$ cat config.mk
export PLATFORM = sky130hd
export DESIGN_NAME = pipe_ctrl_flat
export DESIGN_NICKNAME = d
export VERILOG_FILES = /design/src/rtl/pipe_ctrl_pkg.sv /design/src/rtl/pipe_ctrl_if.sv /design/src/rtl/pipe_ctrl_hazard_fwd_unit.sv /design/src/rtl/pipe_ctrl.sv /design/src/flat_wrapper.sv
export SDC_FILE = /design/constraint.sdc
export NUM_CORES = 1
export LEC_CHECK = 0
export CORE_AREA = 4 4 69 77
export CTS_BUF_LIST = sky130_fd_sc_hd__clkbuf_4 sky130_fd_sc_hd__clkbuf_8 sky130_fd_sc_hd__clkbuf_16
export CTS_CLUSTER_SIZE = 24
export DETAILED_ROUTE_END_ITERATION = 8
export DIE_AREA = 0 0 73 81
export HOLD_SLACK_MARGIN = 0.05
export PLACE_DENSITY = 0.65
export SYNTH_ARGS = -nofsm -noshare
export SYNTH_HDL_FRONTEND = slang
export SYNTH_SLANG_ARGS = --single-unit
$ cat constraint.sdc
create_clock -name CLK -period 5.3 [get_ports CLK]
set_input_delay 1.06 -clock CLK [delete_from_list [all_inputs] [get_ports CLK]]
set_output_delay 1.06 -clock CLK [all_outputs]
set_load 0.005 [all_outputs]
$ cat src/rtl/pipe_ctrl_pkg.sv
`default_nettype none
// ============================================================================
// Module   : pipe_ctrl_pkg
// Brief    : State encoding, forwarding codes and register-match helper
//            shared by the pipeline controller and its hazard/forward unit.
// Revision : 1.0 - initial release
// ============================================================================
package pipe_ctrl_pkg;

  typedef logic [2:0] state_t;
  typedef logic [1:0] fwd_t;

  localparam logic [2:0] c_IDLE    = 3'd0;
  localparam logic [2:0] c_RUN     = 3'd1;
  localparam logic [2:0] c_LDSTALL = 3'd2;
  localparam logic [2:0] c_MEMWAIT = 3'd3;
  localparam logic [2:0] c_FLUSH   = 3'd4;

  localparam logic [1:0] c_FWD_RF  = 2'b00;
  localparam logic [1:0] c_FWD_EX  = 2'b01;
  localparam logic [1:0] c_FWD_MEM = 2'b10;

  // r0 is hardwired zero, so it can never be a producer.
  function automatic logic reg_match(input logic [4:0] rd, input logic we,
                                     input logic [4:0] rs);
    return we && (rd != 5'd0) && (rd == rs);
  endfunction

endpackage
`default_nettype wire

$ cat src/rtl/pipe_ctrl_if.sv
`default_nettype none
// ============================================================================
// Module   : pipe_ctrl_if
// Brief    : Pipeline status inputs and control outputs of pipe_ctrl.
// Revision : 1.0 - initial release
// ============================================================================
interface pipe_ctrl_if;
  import pipe_ctrl_pkg::*;

  logic       IMEM_READY;
  logic       DMEM_BUSY;
  logic       ID_VALID;
  logic [4:0] ID_RS1;
  logic [4:0] ID_RS2;
  logic       ID_RS1_USE;
  logic       ID_RS2_USE;
  logic [4:0] EX_RD;
  logic       EX_WE;
  logic       EX_IS_LOAD;
  logic [4:0] MEM_RD;
  logic       MEM_WE;
  logic       BR_TAKEN;

  logic        IF_EN;
  logic        ID_EN;
  logic        ID_FLUSH;
  logic        EX_BUBBLE;
  logic        IREQ;
  fwd_t        FWD_A;
  fwd_t        FWD_B;
  state_t      STATE;
  logic [15:0] STALL_CNT;

  modport master (
    output IMEM_READY, DMEM_BUSY, ID_VALID, ID_RS1, ID_RS2, ID_RS1_USE,
           ID_RS2_USE, EX_RD, EX_WE, EX_IS_LOAD, MEM_RD, MEM_WE, BR_TAKEN,
    input  IF_EN, ID_EN, ID_FLUSH, EX_BUBBLE, IREQ, FWD_A, FWD_B, STATE,
           STALL_CNT
  );

  modport slave (
    input  IMEM_READY, DMEM_BUSY, ID_VALID, ID_RS1, ID_RS2, ID_RS1_USE,
           ID_RS2_USE, EX_RD, EX_WE, EX_IS_LOAD, MEM_RD, MEM_WE, BR_TAKEN,
    output IF_EN, ID_EN, ID_FLUSH, EX_BUBBLE, IREQ, FWD_A, FWD_B, STATE,
           STALL_CNT
  );

endinterface
`default_nettype wire

$ cat src/rtl/pipe_ctrl_hazard_fwd_unit.sv
`default_nettype none
// ============================================================================
// Module   : hazard_fwd_unit
// Brief    : Combinational load-use detection and operand forwarding select.
// Revision : 1.0 - initial release
// ============================================================================
module hazard_fwd_unit
  import pipe_ctrl_pkg::*;
(
  input  logic       id_valid,
  input  logic [4:0] id_rs1,
  input  logic [4:0] id_rs2,
  input  logic       id_rs1_use,
  input  logic       id_rs2_use,
  input  logic [4:0] ex_rd,
  input  logic       ex_we,
  input  logic       ex_is_load,
  input  logic [4:0] mem_rd,
  input  logic       mem_we,
  output logic       load_use,
  output fwd_t       fwd_a,
  output fwd_t       fwd_b
);

  logic w_rs1_live;
  logic w_rs2_live;
  logic w_ex_rs1;
  logic w_ex_rs2;
  logic w_mem_rs1;
  logic w_mem_rs2;

  assign w_rs1_live = id_valid & id_rs1_use;
  assign w_rs2_live = id_valid & id_rs2_use;

  assign w_ex_rs1  = reg_match(ex_rd,  ex_we,  id_rs1);
  assign w_ex_rs2  = reg_match(ex_rd,  ex_we,  id_rs2);
  assign w_mem_rs1 = reg_match(mem_rd, mem_we, id_rs1);
  assign w_mem_rs2 = reg_match(mem_rd, mem_we, id_rs2);

  assign load_use = ex_is_load & ((w_rs1_live & w_ex_rs1) | (w_rs2_live & w_ex_rs2));

  // A load's data is not ready in EX, so it may only forward once it is in MEM.
  always_comb begin
    fwd_a = c_FWD_RF;
    if (w_rs1_live) begin
      if (w_ex_rs1 && !ex_is_load) fwd_a = c_FWD_EX;
      else if (w_mem_rs1)          fwd_a = c_FWD_MEM;
    end
  end

  always_comb begin
    fwd_b = c_FWD_RF;
    if (w_rs2_live) begin
      if (w_ex_rs2 && !ex_is_load) fwd_b = c_FWD_EX;
      else if (w_mem_rs2)          fwd_b = c_FWD_MEM;
    end
  end

endmodule
`default_nettype wire

$ cat src/rtl/pipe_ctrl.sv
`default_nettype none
// ============================================================================
// Module   : pipe_ctrl
// Brief    : Five-state pipeline controller (stall/flush/freeze) with a
//            saturating stall counter and operand forwarding select.
// Revision : 1.0 - initial release
// ============================================================================
module pipe_ctrl
  import pipe_ctrl_pkg::*;
(
  input  logic CLK,
  input  logic RSTN,
  pipe_ctrl_if.slave bus
);

  state_t      r_state;
  state_t      w_next;
  logic [15:0] r_stall_cnt;
  logic        w_load_use;
  fwd_t        w_fwd_a;
  fwd_t        w_fwd_b;
  logic        w_if_en;
  logic        w_id_en;
  logic        w_id_flush;
  logic        w_ex_bubble;
  logic        w_ireq;

  hazard_fwd_unit u_hazard_fwd (
    .id_valid   (bus.ID_VALID),
    .id_rs1     (bus.ID_RS1),
    .id_rs2     (bus.ID_RS2),
    .id_rs1_use (bus.ID_RS1_USE),
    .id_rs2_use (bus.ID_RS2_USE),
    .ex_rd      (bus.EX_RD),
    .ex_we      (bus.EX_WE),
    .ex_is_load (bus.EX_IS_LOAD),
    .mem_rd     (bus.MEM_RD),
    .mem_we     (bus.MEM_WE),
    .load_use   (w_load_use),
    .fwd_a      (w_fwd_a),
    .fwd_b      (w_fwd_b)
  );

  always_comb begin
    w_next      = r_state;
    w_if_en     = 1'b0;
    w_id_en     = 1'b0;
    w_id_flush  = 1'b0;
    w_ex_bubble = 1'b0;
    w_ireq      = 1'b0;
    case (r_state)
      c_IDLE: w_next = c_RUN;
      c_RUN: begin
        if (bus.BR_TAKEN) begin
          w_if_en     = 1'b1;
          w_id_en     = 1'b1;
          w_id_flush  = 1'b1;
          w_ex_bubble = 1'b1;
          w_ireq      = 1'b1;
          w_next      = c_FLUSH;
        end else if (bus.DMEM_BUSY) begin
          w_next = c_MEMWAIT;
        end else if (w_load_use) begin
          w_ex_bubble = 1'b1;
          w_next      = c_LDSTALL;
        end else if (!bus.IMEM_READY) begin
          // Keep the fetch outstanding while the front end waits.
          w_ex_bubble = 1'b1;
          w_ireq      = 1'b1;
        end else begin
          w_if_en = 1'b1;
          w_id_en = 1'b1;
          w_ireq  = 1'b1;
        end
      end
      c_LDSTALL: begin
        if (bus.DMEM_BUSY) begin
          w_next = c_MEMWAIT;
        end else begin
          w_if_en = bus.IMEM_READY;
          w_id_en = bus.IMEM_READY;
          w_ireq  = 1'b1;
          w_next  = c_RUN;
        end
      end
      c_MEMWAIT: begin
        if (!bus.DMEM_BUSY) w_next = c_RUN;
      end
      c_FLUSH: begin
        // The branch in EX has been replaced by a bubble, so BR_TAKEN is stale.
        w_if_en    = 1'b1;
        w_id_en    = 1'b1;
        w_id_flush = 1'b1;
        w_ireq     = 1'b1;
        w_next     = c_RUN;
      end
      default: w_next = c_IDLE;
    endcase
  end

  always_ff @(posedge CLK or negedge RSTN) begin
    if (!RSTN) begin
      r_state     <= c_IDLE;
      r_stall_cnt <= 16'd0;
    end else begin
      r_state <= w_next;
      if ((r_state != c_IDLE) && !w_if_en && (r_stall_cnt != 16'hFFFF))
        r_stall_cnt <= r_stall_cnt + 16'd1;
    end
  end

  assign bus.IF_EN     = w_if_en;
  assign bus.ID_EN     = w_id_en;
  assign bus.ID_FLUSH  = w_id_flush;
  assign bus.EX_BUBBLE = w_ex_bubble;
  assign bus.IREQ      = w_ireq;
  // Forwarding is purely combinational, so it is masked while reset is held.
  assign bus.FWD_A     = RSTN ? w_fwd_a : c_FWD_RF;
  assign bus.FWD_B     = RSTN ? w_fwd_b : c_FWD_RF;
  assign bus.STATE     = r_state;
  assign bus.STALL_CNT = r_stall_cnt;

endmodule
`default_nettype wire

$ cat src/flat_wrapper.sv
// flat-port wrapper written by rule: the top's interface ports become plain ports
module pipe_ctrl_flat import pipe_ctrl_pkg::*;
  (CLK, RSTN, bus_IMEM_READY, bus_DMEM_BUSY, bus_ID_VALID, bus_ID_RS1, bus_ID_RS2, bus_ID_RS1_USE, bus_ID_RS2_USE, bus_EX_RD, bus_EX_WE, bus_EX_IS_LOAD, bus_MEM_RD, bus_MEM_WE, bus_BR_TAKEN, bus_IF_EN, bus_ID_EN, bus_ID_FLUSH, bus_EX_BUBBLE, bus_IREQ, bus_FWD_A, bus_FWD_B, bus_STATE, bus_STALL_CNT);
  pipe_ctrl_if bus_i ();
  input  logic CLK;
  input  logic RSTN;
  input wire logic [$bits(bus_i.IMEM_READY)-1:0] bus_IMEM_READY;
  input wire logic [$bits(bus_i.DMEM_BUSY)-1:0] bus_DMEM_BUSY;
  input wire logic [$bits(bus_i.ID_VALID)-1:0] bus_ID_VALID;
  input wire logic [$bits(bus_i.ID_RS1)-1:0] bus_ID_RS1;
  input wire logic [$bits(bus_i.ID_RS2)-1:0] bus_ID_RS2;
  input wire logic [$bits(bus_i.ID_RS1_USE)-1:0] bus_ID_RS1_USE;
  input wire logic [$bits(bus_i.ID_RS2_USE)-1:0] bus_ID_RS2_USE;
  input wire logic [$bits(bus_i.EX_RD)-1:0] bus_EX_RD;
  input wire logic [$bits(bus_i.EX_WE)-1:0] bus_EX_WE;
  input wire logic [$bits(bus_i.EX_IS_LOAD)-1:0] bus_EX_IS_LOAD;
  input wire logic [$bits(bus_i.MEM_RD)-1:0] bus_MEM_RD;
  input wire logic [$bits(bus_i.MEM_WE)-1:0] bus_MEM_WE;
  input wire logic [$bits(bus_i.BR_TAKEN)-1:0] bus_BR_TAKEN;
  output wire logic [$bits(bus_i.IF_EN)-1:0] bus_IF_EN;
  output wire logic [$bits(bus_i.ID_EN)-1:0] bus_ID_EN;
  output wire logic [$bits(bus_i.ID_FLUSH)-1:0] bus_ID_FLUSH;
  output wire logic [$bits(bus_i.EX_BUBBLE)-1:0] bus_EX_BUBBLE;
  output wire logic [$bits(bus_i.IREQ)-1:0] bus_IREQ;
  output wire logic [$bits(bus_i.FWD_A)-1:0] bus_FWD_A;
  output wire logic [$bits(bus_i.FWD_B)-1:0] bus_FWD_B;
  output wire logic [$bits(bus_i.STATE)-1:0] bus_STATE;
  output wire logic [$bits(bus_i.STALL_CNT)-1:0] bus_STALL_CNT;
  assign bus_i.IMEM_READY = bus_IMEM_READY;
  assign bus_i.DMEM_BUSY = bus_DMEM_BUSY;
  assign bus_i.ID_VALID = bus_ID_VALID;
  assign bus_i.ID_RS1 = bus_ID_RS1;
  assign bus_i.ID_RS2 = bus_ID_RS2;
  assign bus_i.ID_RS1_USE = bus_ID_RS1_USE;
  assign bus_i.ID_RS2_USE = bus_ID_RS2_USE;
  assign bus_i.EX_RD = bus_EX_RD;
  assign bus_i.EX_WE = bus_EX_WE;
  assign bus_i.EX_IS_LOAD = bus_EX_IS_LOAD;
  assign bus_i.MEM_RD = bus_MEM_RD;
  assign bus_i.MEM_WE = bus_MEM_WE;
  assign bus_i.BR_TAKEN = bus_BR_TAKEN;
  assign bus_IF_EN = bus_i.IF_EN;
  assign bus_ID_EN = bus_i.ID_EN;
  assign bus_ID_FLUSH = bus_i.ID_FLUSH;
  assign bus_EX_BUBBLE = bus_i.EX_BUBBLE;
  assign bus_IREQ = bus_i.IREQ;
  assign bus_FWD_A = bus_i.FWD_A;
  assign bus_FWD_B = bus_i.FWD_B;
  assign bus_STATE = bus_i.STATE;
  assign bus_STALL_CNT = bus_i.STALL_CNT;
  pipe_ctrl u_core (.CLK(CLK), .RSTN(RSTN), .bus(bus_i));
endmodule
==> impl_metrics.json, run 1 <==
{
  "status": "finished, final reports clean",
  "cts_buffer_depth": 2,
  "post_cts_resized": 0,
  "ir_drop_v": 0.000183,
  "synth_top_area_share_pct": 34.5,
  "insertion_delay_ns": 0.25,
  "dr_total_vias": 1316,
  "p_switching_mw": 0.239,
  "ys_warn_count": 0,
  "root_buffer": "clkbuf_8",
  "internal_power_mw": 0.404,
  "final_cell_mix": "clkdlybuf4s50_1, xor2_1, dfrtp_1",
  "fin_crit_sh_pct": 83.3,
  "r2r_start": "u_core.bus.STATE[0]",
  "num-nets-final": 247,
  "n_antenna_cell": 0,
  "r2r_setup_slack_ns": 2.96,
  "drive_gt1_share_pct": 6.54,
  "grt_max_degree": 22,
  "dieArea_mm2": 0.00591,
  "p_clk_share_pct": 15.5,
  "min-delay-start": "u_core.bus.STALL_CNT[11]",
  "syn-instance-count": 156,
  "leakage_nw": 0.897,
  "avgSynthCellArea_um2": 8.83,
  "io_pins": 59,
  "clk_pin_slew_worst_paths_ns": 0.07,
  "cp.arrival_ns": 3.36,
  "drc": 0,
  "io_buffers": 58,
  "r2r_end": "u_core.bus.STALL_CNT[1]",
  "sw_frac_of_total_pct": 37.2,
  "grt_overflow": 0,
  "hp-class": "flip-flop to flip-flop",
  "layout_commonest_cell": "clkdlybuf4s50_1",
  "grt_pass1_wl_mm": 5.66,
  "antenna_found_initial": 0,
  "final.setup_skew_ns": 0.00290,
  "design_area_mm2": 0.00205,
  "finalHoldViolations": 0,
  "syn-num-nets": 188,
  "fmax_ghz": 0.226,
  "setup_viol": 0,
  "slew_violations": 0,
  "viasPerCell": 4.87,
  "grt_pass1_vias": 1278,
  "critical_path.max_fanout": 4,
  "crit_path_start": "bus_EX_RD[1]",
  "path_cells": "clkdlybuf4s50_1, xnor2_1, nand2_1, or4b_4, a21bo_2, nand2_1, a41o_1, clkdlybuf4s50_1",
  "synthTopCellsByArea": "dfrtp_1, xor2_1, xnor2_1, nor2_1, nand3_1",
  "area_growth_pct": 49.0,
  "tritoncts": "done",
  "whs_ns": 0.490,
  "worstPathRequired_ns": 4.24,
  "ys_seq_elements": 19,
  "place_inst": 266,
  "critical_path.top_delay_family": "buffers and inverters",
  "post-place-ws_ns": 0.896,
  "rsz0062_at_grt": "false",
  "min_to": "u_core.bus.STALL_CNT[11]",
  "cts_setup_buffers": 0,
  "worst_slew_pin_slew_ns": 0.734,
  "clock-sinks": 19,
  "drtPass1Iterations": 4,
  "rows": 26,
  "path_buf_inv": 2,
  "synth_cell_types": 36,
  "power_mw": 0.643,
  "slowest_delay_ns": 0.57,
  "drt_wl_total_mm": 3.43,
  "yosysTopAreaCell": "dfrtp_1",
  "final_antenna_net_count": 0,
  "hold_depth": 1,
  "maxSlewHeadroom_pct": 51.1,
  "crit_path_end_kind": "primary output",
  "p_comb_share_pct": 47.8,
  "placed_area_mm2": 0.00201,
  "die_h_um": 81,
  "period_needed_ns": 4.42,
  "critPathKind": "primary input to primary output",
  "tns_ns": 0,
  "r2r_cells": 5,
  "drv_cap": 0,
  "fill_cells": 459,
  "p_seq_share_pct": 36.7,
  "grt_use_total_pct": 12.0,
  "fin_util_pct": 44.7,
  "fin_ws_ns": 0.885,
  "crit_slowest_cell": "or4b_4",
  "power.density_mw_per_mm2": 313,
  "die_w_um": 73,
  "ys_seq_area_share_pct": 34.5,
  "htree_levels": 1,
  "critPathLaunchType": "primary input",
  "syn-cell-area_mm2": 0.00138,
  "wl_per_cell_um": 12.7,
  "initial_utilization_pct": 30.0,
  "core_area_mm2": 0.00459,
  "stdcell_count": 270,
  "place.detailed.hpwl_mm": 2.75,
  "drtIter0Drc": 51,
  "place.gp.congestion": 0.806,
  "cts_hold_buf": 0,
  "cts_buffers": 3
}
how the worst max path moves through the flow:
stage,end,slack [ns],depth (start not counted)
5_1_grt,bus_EX_BUBBLE,0.79,8
6_report,bus_EX_BUBBLE,0.88,8
3_5_place_dp,bus_EX_BUBBLE,0.90,8
4_1_cts,bus_EX_BUBBLE,0.88,8
3_3_place_gp,bus_EX_BUBBLE,0.92,8
2_1_floorplan,bus_EX_BUBBLE,1.91,6
cell families (layout without fill, tap and decap cells):
logic type               count (synthesis)  after routing  synth area share [%]
AO/OA/AOI/OAI                           17             17                  9.17
flip-flops                              19             19                  34.5
AND/OR/NAND/NOR                         69             69                  27.2
buffers and inverters                   13             71                  4.36
XOR/XNOR                                35             35                  22.3
multiplexers                             2              2                  1.63
adder cells (fa/ha/maj)                  1              1                 0.908
Yosys cell counts, drive strengths merged:
master  instances
a211oi          1
a21bo           1
a21oi           3
a31oi           3
a41o            2
and3            6
and4            1
buf             2
clkbuf          3
dfrtp          19
ha              1
inv             8
mux2            2
nand2          11
nand2b          2
nand3          11
nand4           1
nand4b          1
nor2           17
nor3            8
nor3b           1
nor4            7
o21a            1
o21ai           4
o311a           1
o311ai          1
or3             1
or4             1
or4b            1
xnor2           8
xor2           27
area by class of cell:
class	count	area (um^2)	area share (%)
Multi-Input combinational cell	124	842	41.0
Timing Repair Buffer	59	588	28.7
Sequential cell	19	475	23.2
Clock buffer	3	41.3	2.01
Inverter	8	30.0	1.46
Tap cell	56	70.1	3.41
Clock inverter	1	5.00	0.244
metal layers:
layer | up-vias | GRT usage (%) | routed length (um)
li1 | 662 | - | -
met1 | 602 | 15.2 | 1460
met2 | 48 | 20.1 | 1660
met3 | 4 | 2.72 | 264
met4 | 0 | 3.87 | 40
met5 | - | 0 | 0
power groups by stage:
stage | Clock (mW) | Sequential (mW) | Combinational [mW]
floorplan | 0 | 0.219 | 0.179
global placement | 0 | 0.236 | 0.309
detailed placement | 0 | 0.238 | 0.310
global route | 0.111 | 0.244 | 0.344
finish | 0.0998 | 0.236 | 0.307
CTS | 0.104 | 0.236 | 0.312
registers in the layout (all words and copies together), names as in the netlist:
register and cells:
u_core.bus.STALL_CNT 16, u_core.bus.STATE 3
Note: power is estimated with default switching activity, not from simulation.
==> run 2, diff against run 1 <==
Clock period 5.3 ns to 4.63 ns, I/O delays scaled along.
==> impl_metrics.json, run 2 (synthesized netlist as in run 1, its figures left out) <==
{
  "fin_crit_sh_pct": 89.5,
  "final_cell_mix": "clkdlybuf4s50_1, xor2_1, dfrtp_1",
  "area_growth_pct": 49.1,
  "critPathKind": "primary input to primary output",
  "htree_levels": 1,
  "io_buffers": 58,
  "dr_total_vias": 1287,
  "r2r_setup_slack_ns": 2.31,
  "crit_path_end_kind": "primary output",
  "grt_overflow": 0,
  "finalHoldViolations": 0,
  "ir_drop_v": 0.000180,
  "final_antenna_net_count": 0,
  "cts_buffer_depth": 2,
  "maxSlewHeadroom_pct": 49.4,
  "rsz0062_at_grt": "false",
  "layout_commonest_cell": "clkdlybuf4s50_1",
  "antenna_found_initial": 0,
  "grt_pass1_vias": 1253,
  "final.setup_skew_ns": 0.00201,
  "power.density_mw_per_mm2": 361,
  "die_h_um": 81,
  "cts_hold_buf": 0,
  "r2r_cells": 5,
  "drive_gt1_share_pct": 6.54,
  "root_buffer": "clkbuf_8",
  "setup_viol": 0,
  "wl_per_cell_um": 12.7,
  "endpoint": "bus_EX_BUBBLE",
  "die_w_um": 73,
  "initial_utilization_pct": 30.0,
  "hp-class": "flip-flop to flip-flop",
  "grt_pass1_wl_mm": 5.67,
  "fin_ws_ns": 0.488,
  "critPathLaunchType": "primary input",
  "drv_cap": 0,
  "place.gp.congestion": 0.814,
  "cts_buffers": 3,
  "n_antenna_cell": 0,
  "io_pins": 59,
  "cp.arrival_ns": 3.22,
  "r2r_end": "u_core.bus.STALL_CNT[1]",
  "leakage_nw": 0.898,
  "grt_max_degree": 21,
  "grt_use_total_pct": 12.2,
  "rows": 26,
  "cts_setup_buffers": 0,
  "worstPathRequired_ns": 3.70,
  "fill_cells": 461,
  "power_mw": 0.742,
  "tns_ns": 0,
  "num-nets-final": 247,
  "drtIter0Drc": 56,
  "status": "finished, final reports clean",
  "largest_reg_flops": 16,
  "post-place-ws_ns": 0.491,
  "slew_violations": 0,
  "core_area_mm2": 0.00459,
  "tritoncts": "done",
  "drt_wl_total_mm": 3.43,
  "drtPass1Iterations": 4,
  "post_cts_resized": 0,
  "dieArea_mm2": 0.00591,
  "viasPerCell": 4.77,
  "place.detailed.hpwl_mm": 2.72,
  "fmax_ghz": 0.241,
  "clock-sinks": 19,
  "period_needed_ns": 4.14,
  "insertion_delay_ns": 0.26,
  "critical_path.max_fanout": 4,
  "worst_slew_pin_slew_ns": 0.759,
  "r2r_start": "u_core.bus.STATE[0]",
  "crit_path_start": "bus_EX_RD[1]",
  "clk_pin_slew_worst_paths_ns": 0.07,
  "drc": 0
}
==> run 2: cell types whose count changed in the layout (fill, tap and decap cells not counted) <==
cell,change
clkinv_2,-1
clkbuf_4,+1
==> run 2: final cells by class <==
class	count	area, um^2	share of cell area, %
Multi-Input combinational cell	124	842	41.0
Timing Repair Buffer	59	588	28.6
Sequential cell	19	475	23.1
Tap cell	56	70.1	3.41
Clock buffer	4	48.8	2.38
Inverter	8	30.0	1.46
==> run 2: worst max-delay path, cell delays in order <==
cell             delay, ns
clkdlybuf4s50_1       0.46
or4_1                 0.53
nor2_1                0.19
nand4b_1              0.20
a21bo_2               0.19
nand2_1               0.05
a41o_1                0.22
clkdlybuf4s50_1       0.44
==> run 2: routing by layer <==
metal	vias up	track usage, %	wire length, um
met2	44	19.5	1520
met1	575	15.8	1590
met3	4	2.48	250
met4	0	5.54	71
met5	-	0	0
li1	664	-	-
==> run 2: worst min path at each step <==
stage,startpoint,end,slack (ns),cells after the start
floorplan,u_core.bus.STALL_CNT[11],u_core.bus.STALL_CNT[11],0.48,1
global placement,u_core.bus.STALL_CNT[11],u_core.bus.STALL_CNT[11],0.48,1
detailed placement,u_core.bus.STALL_CNT[5],u_core.bus.STALL_CNT[5],0.48,1
CTS,u_core.bus.STALL_CNT[5],u_core.bus.STALL_CNT[5],0.50,1
global route,u_core.bus.STALL_CNT[11],u_core.bus.STALL_CNT[11],0.51,1
finish,u_core.bus.STALL_CNT[11],u_core.bus.STALL_CNT[11],0.49,1
==> run 2: power breakdown <==
group / internal (mW) / switching (mW) / total [mW]
Sequential: 0.205 / 0.0633 / 0.268
Clock: 0.0671 / 0.0545 / 0.122
Combinational: 0.198 / 0.154 / 0.352
==> run 2: stage by stage <==
step           utilization (%)  hold WS (ns)  area (um^2)  std cells
3_5_place_dp              43.7         0.484         2010        266
4_1_cts                   44.8         0.498         2050        270
2_1_floorplan                -         0.477         1380        156
3_3_place_gp              43.7         0.484         2010        266
5_1_grt                   44.8         0.509         2050        270
6_report                  44.8         0.494         2050        270
==> run 3, diff against run 2 <==
Settings changed: ABC_AREA set to 1, CORE_AREA 4 4 69 77 to 3 3 74 83, DIE_AREA 0 0 73 81 to 0 0 77 86, PLACE_DENSITY 0.65 to 0.62.
==> impl_metrics.json, run 3 <==
{
  "status": "finished, final reports clean",
  "design_area_mm2": 0.00236,
  "maxSlewHeadroom_pct": 57.3,
  "final.setup_skew_ns": 0.00249,
  "critical_path.top_delay_family": "buffers and inverters",
  "final_cell_mix": "nand2_1, clkdlybuf4s50_1, nor2_1, inv_1, xor2_1",
  "fin_util_pct": 44.0,
  "cts_buffers": 3,
  "finalHoldViolations": 0,
  "rows": 28,
  "ys_seq_elements": 19,
  "drive_gt1_share_pct": 7.05,
  "initial_utilization_pct": 31.0,
  "ys_seq_area_share_pct": 28.6,
  "placed_area_mm2": 0.00231,
  "fin_ws_ns": 0.815,
  "critical_path.max_fanout": 17,
  "viasPerCell": 4.59,
  "io_buffers": 58,
  "async_flop_share_pct": 100,
  "post_cts_resized": 0,
  "syn-instance-count": 240,
  "avgSynthCellArea_um2": 6.93,
  "cts_hold_buf": 0,
  "path_buf_inv": 3,
  "slew_violations": 0,
  "worstPathRequired_ns": 3.70,
  "cts_buffer_depth": 2,
  "grt_max_degree": 20,
  "drtPass1Iterations": 4,
  "clk_pin_slew_worst_paths_ns": 0.07,
  "grt_pass1_vias": 1753,
  "synth_edf_count": 0,
  "ir_drop_v": 0.000235,
  "tns_ns": 0,
  "power.density_mw_per_mm2": 362,
  "io_pins": 59,
  "setup_viol": 0,
  "insertion_delay_ns": 0.25,
  "dr_total_vias": 1712,
  "layout_commonest_cell": "nand2_1",
  "synth_cell_types": 31,
  "drt_wl_total_mm": 4.57,
  "antenna_found_initial": 0,
  "critPathKind": "primary input to primary output",
  "post-synth-top-count-cell": "nand2_1",
  "period_needed_ns": 3.82,
  "dieArea_mm2": 0.00662,
  "crit_slowest_cell": "clkdlybuf4s50_1",
  "wl_per_cell_um": 12.2,
  "area_growth_pct": 41.7,
  "stdcell_count": 373,
  "drc": 0,
  "num-nets-final": 331,
  "ys_top_cells_by_count": "nand2_1, inv_1, nor2_1, xor2_1, nand4_1",
  "cp.arrival_ns": 2.89,
  "tritoncts": "done",
  "syn-cell-area_mm2": 0.00166,
  "post-place-ws_ns": 0.829,
  "synth_ff_type": "dfrtp_1",
  "grt_overflow": 0,
  "yosysTopAreaCell": "dfrtp_1",
  "place.gp.congestion": 0.831,
  "grt_use_total_pct": 14.1,
  "drv_cap": 0,
  "fmax_ghz": 0.262,
  "htree_levels": 1,
  "die_h_um": 86,
  "n_antenna_cell": 0,
  "place.detailed.hpwl_mm": 3.64,
  "leakage_nw": 1.09,
  "worst_slew_pin_slew_ns": 0.639,
  "hp-class": "flip-flop to flip-flop",
  "clock-sinks": 19,
  "final_antenna_net_count": 0,
  "root_buffer": "clkbuf_8",
  "fin_crit_sh_pct": 82.4,
  "rsz0062_at_grt": "false",
  "crit_path_end_kind": "primary output",
  "synth_top_area_share_pct": 28.6,
  "drtIter0Drc": 40,
  "grt_pass1_wl_mm": 7.81,
  "slowest_delay_ns": 0.54,
  "core_area_mm2": 0.00536,
  "whs_ns": 0.538,
  "path_cells": "clkdlybuf4s50_1, xnor2_1, nand3_1, nor2_1, nand3_1, nand2_1, nand2_2, nand2_1, nand2_2, nand2_4, inv_2, clkdlybuf4s50_1",
  "cts_setup_buffers": 0,
  "synthTopCellsByArea": "dfrtp_1, nand2_1, xor2_1, nand4_1, inv_1",
  "critPathLaunchType": "primary input",
  "die_w_um": 77,
  "ys_warn_count": 0,
  "largest_reg_flops": 16,
  "power_mw": 0.854,
  "place_inst": 369,
  "syn-num-nets": 272
}
==> run 3: cells by family (layout without fill, tap and decap cells) <==
family | Yosys count | in the layout | share of synthesized area, %
fa+ha+maj | 1 | 1 | 0.752
compound gates | 8 | 8 | 2.71
buf+inv | 34 | 92 | 8.65
xor+xnor | 30 | 30 | 15.8
simple gates | 148 | 148 | 43.5
flops | 19 | 19 | 28.6
==> run 3: worst paths after layout <==
| check | start | endpoint | slack, ns | cells after the start |
|---|---|---|---|---|
| min | u_core.bus.STALL_CNT[9] | u_core.bus.STALL_CNT[9] | 0.54 | 2 |
| min reg2reg | u_core.bus.STALL_CNT[9] | u_core.bus.STALL_CNT[9] | 0.54 | 2 |
| max in group asynchronous | RSTN | u_core.bus.STALL_CNT[2] | 3.25 | 2 |
| max reg2reg | u_core.bus.STALL_CNT[0] | u_core.bus.STALL_CNT[11] | 2.62 | 9 |
| min in group asynchronous | RSTN | u_core.bus.STALL_CNT[12] | 1.17 | 2 |
| max | bus_EX_RD[0] | bus_IF_EN | 0.81 | 12 |
==> run 3: cell type report <==
cell class / instances / area (um^2)
multi-input cells: 187 / 1040
flip-flops and latches: 19 / 475
clock buffers: 3 / 41.3
repair buffers: 59 / 588
inverters: 29 / 109
well taps: 75 / 93.8
fillers: 567 / 3000
clock inverters: 1 / 5.00
==> run 3: worst register-to-register path, cell delays in order, from the launching register on <==
cell     delay [ns]
dfrtp_1        0.45
ha_1           0.27
nand3_2        0.14
nor2_4         0.15
nand2_2        0.08
nor2_4         0.11
nand4_4        0.25
nand4_4        0.33
nand2_1        0.08
nand2_1        0.07
==> run 3: power by group <==
group	switching, mW	internal, mW	total, mW
sequential	0.0610	0.204	0.266
clock	0.0563	0.0598	0.116
combinational	0.249	0.223	0.472
==> run 3: metal layers <==
layer | routed length [um] | vias up | global-route usage (%)
met5 | 0 | - | 0
met4 | 31 | 0 | 3.88
met3 | 204 | 4 | 2.00
met2 | 2260 | 51 | 24.8
met1 | 2070 | 769 | 18.1
li1 | - | 888 | -
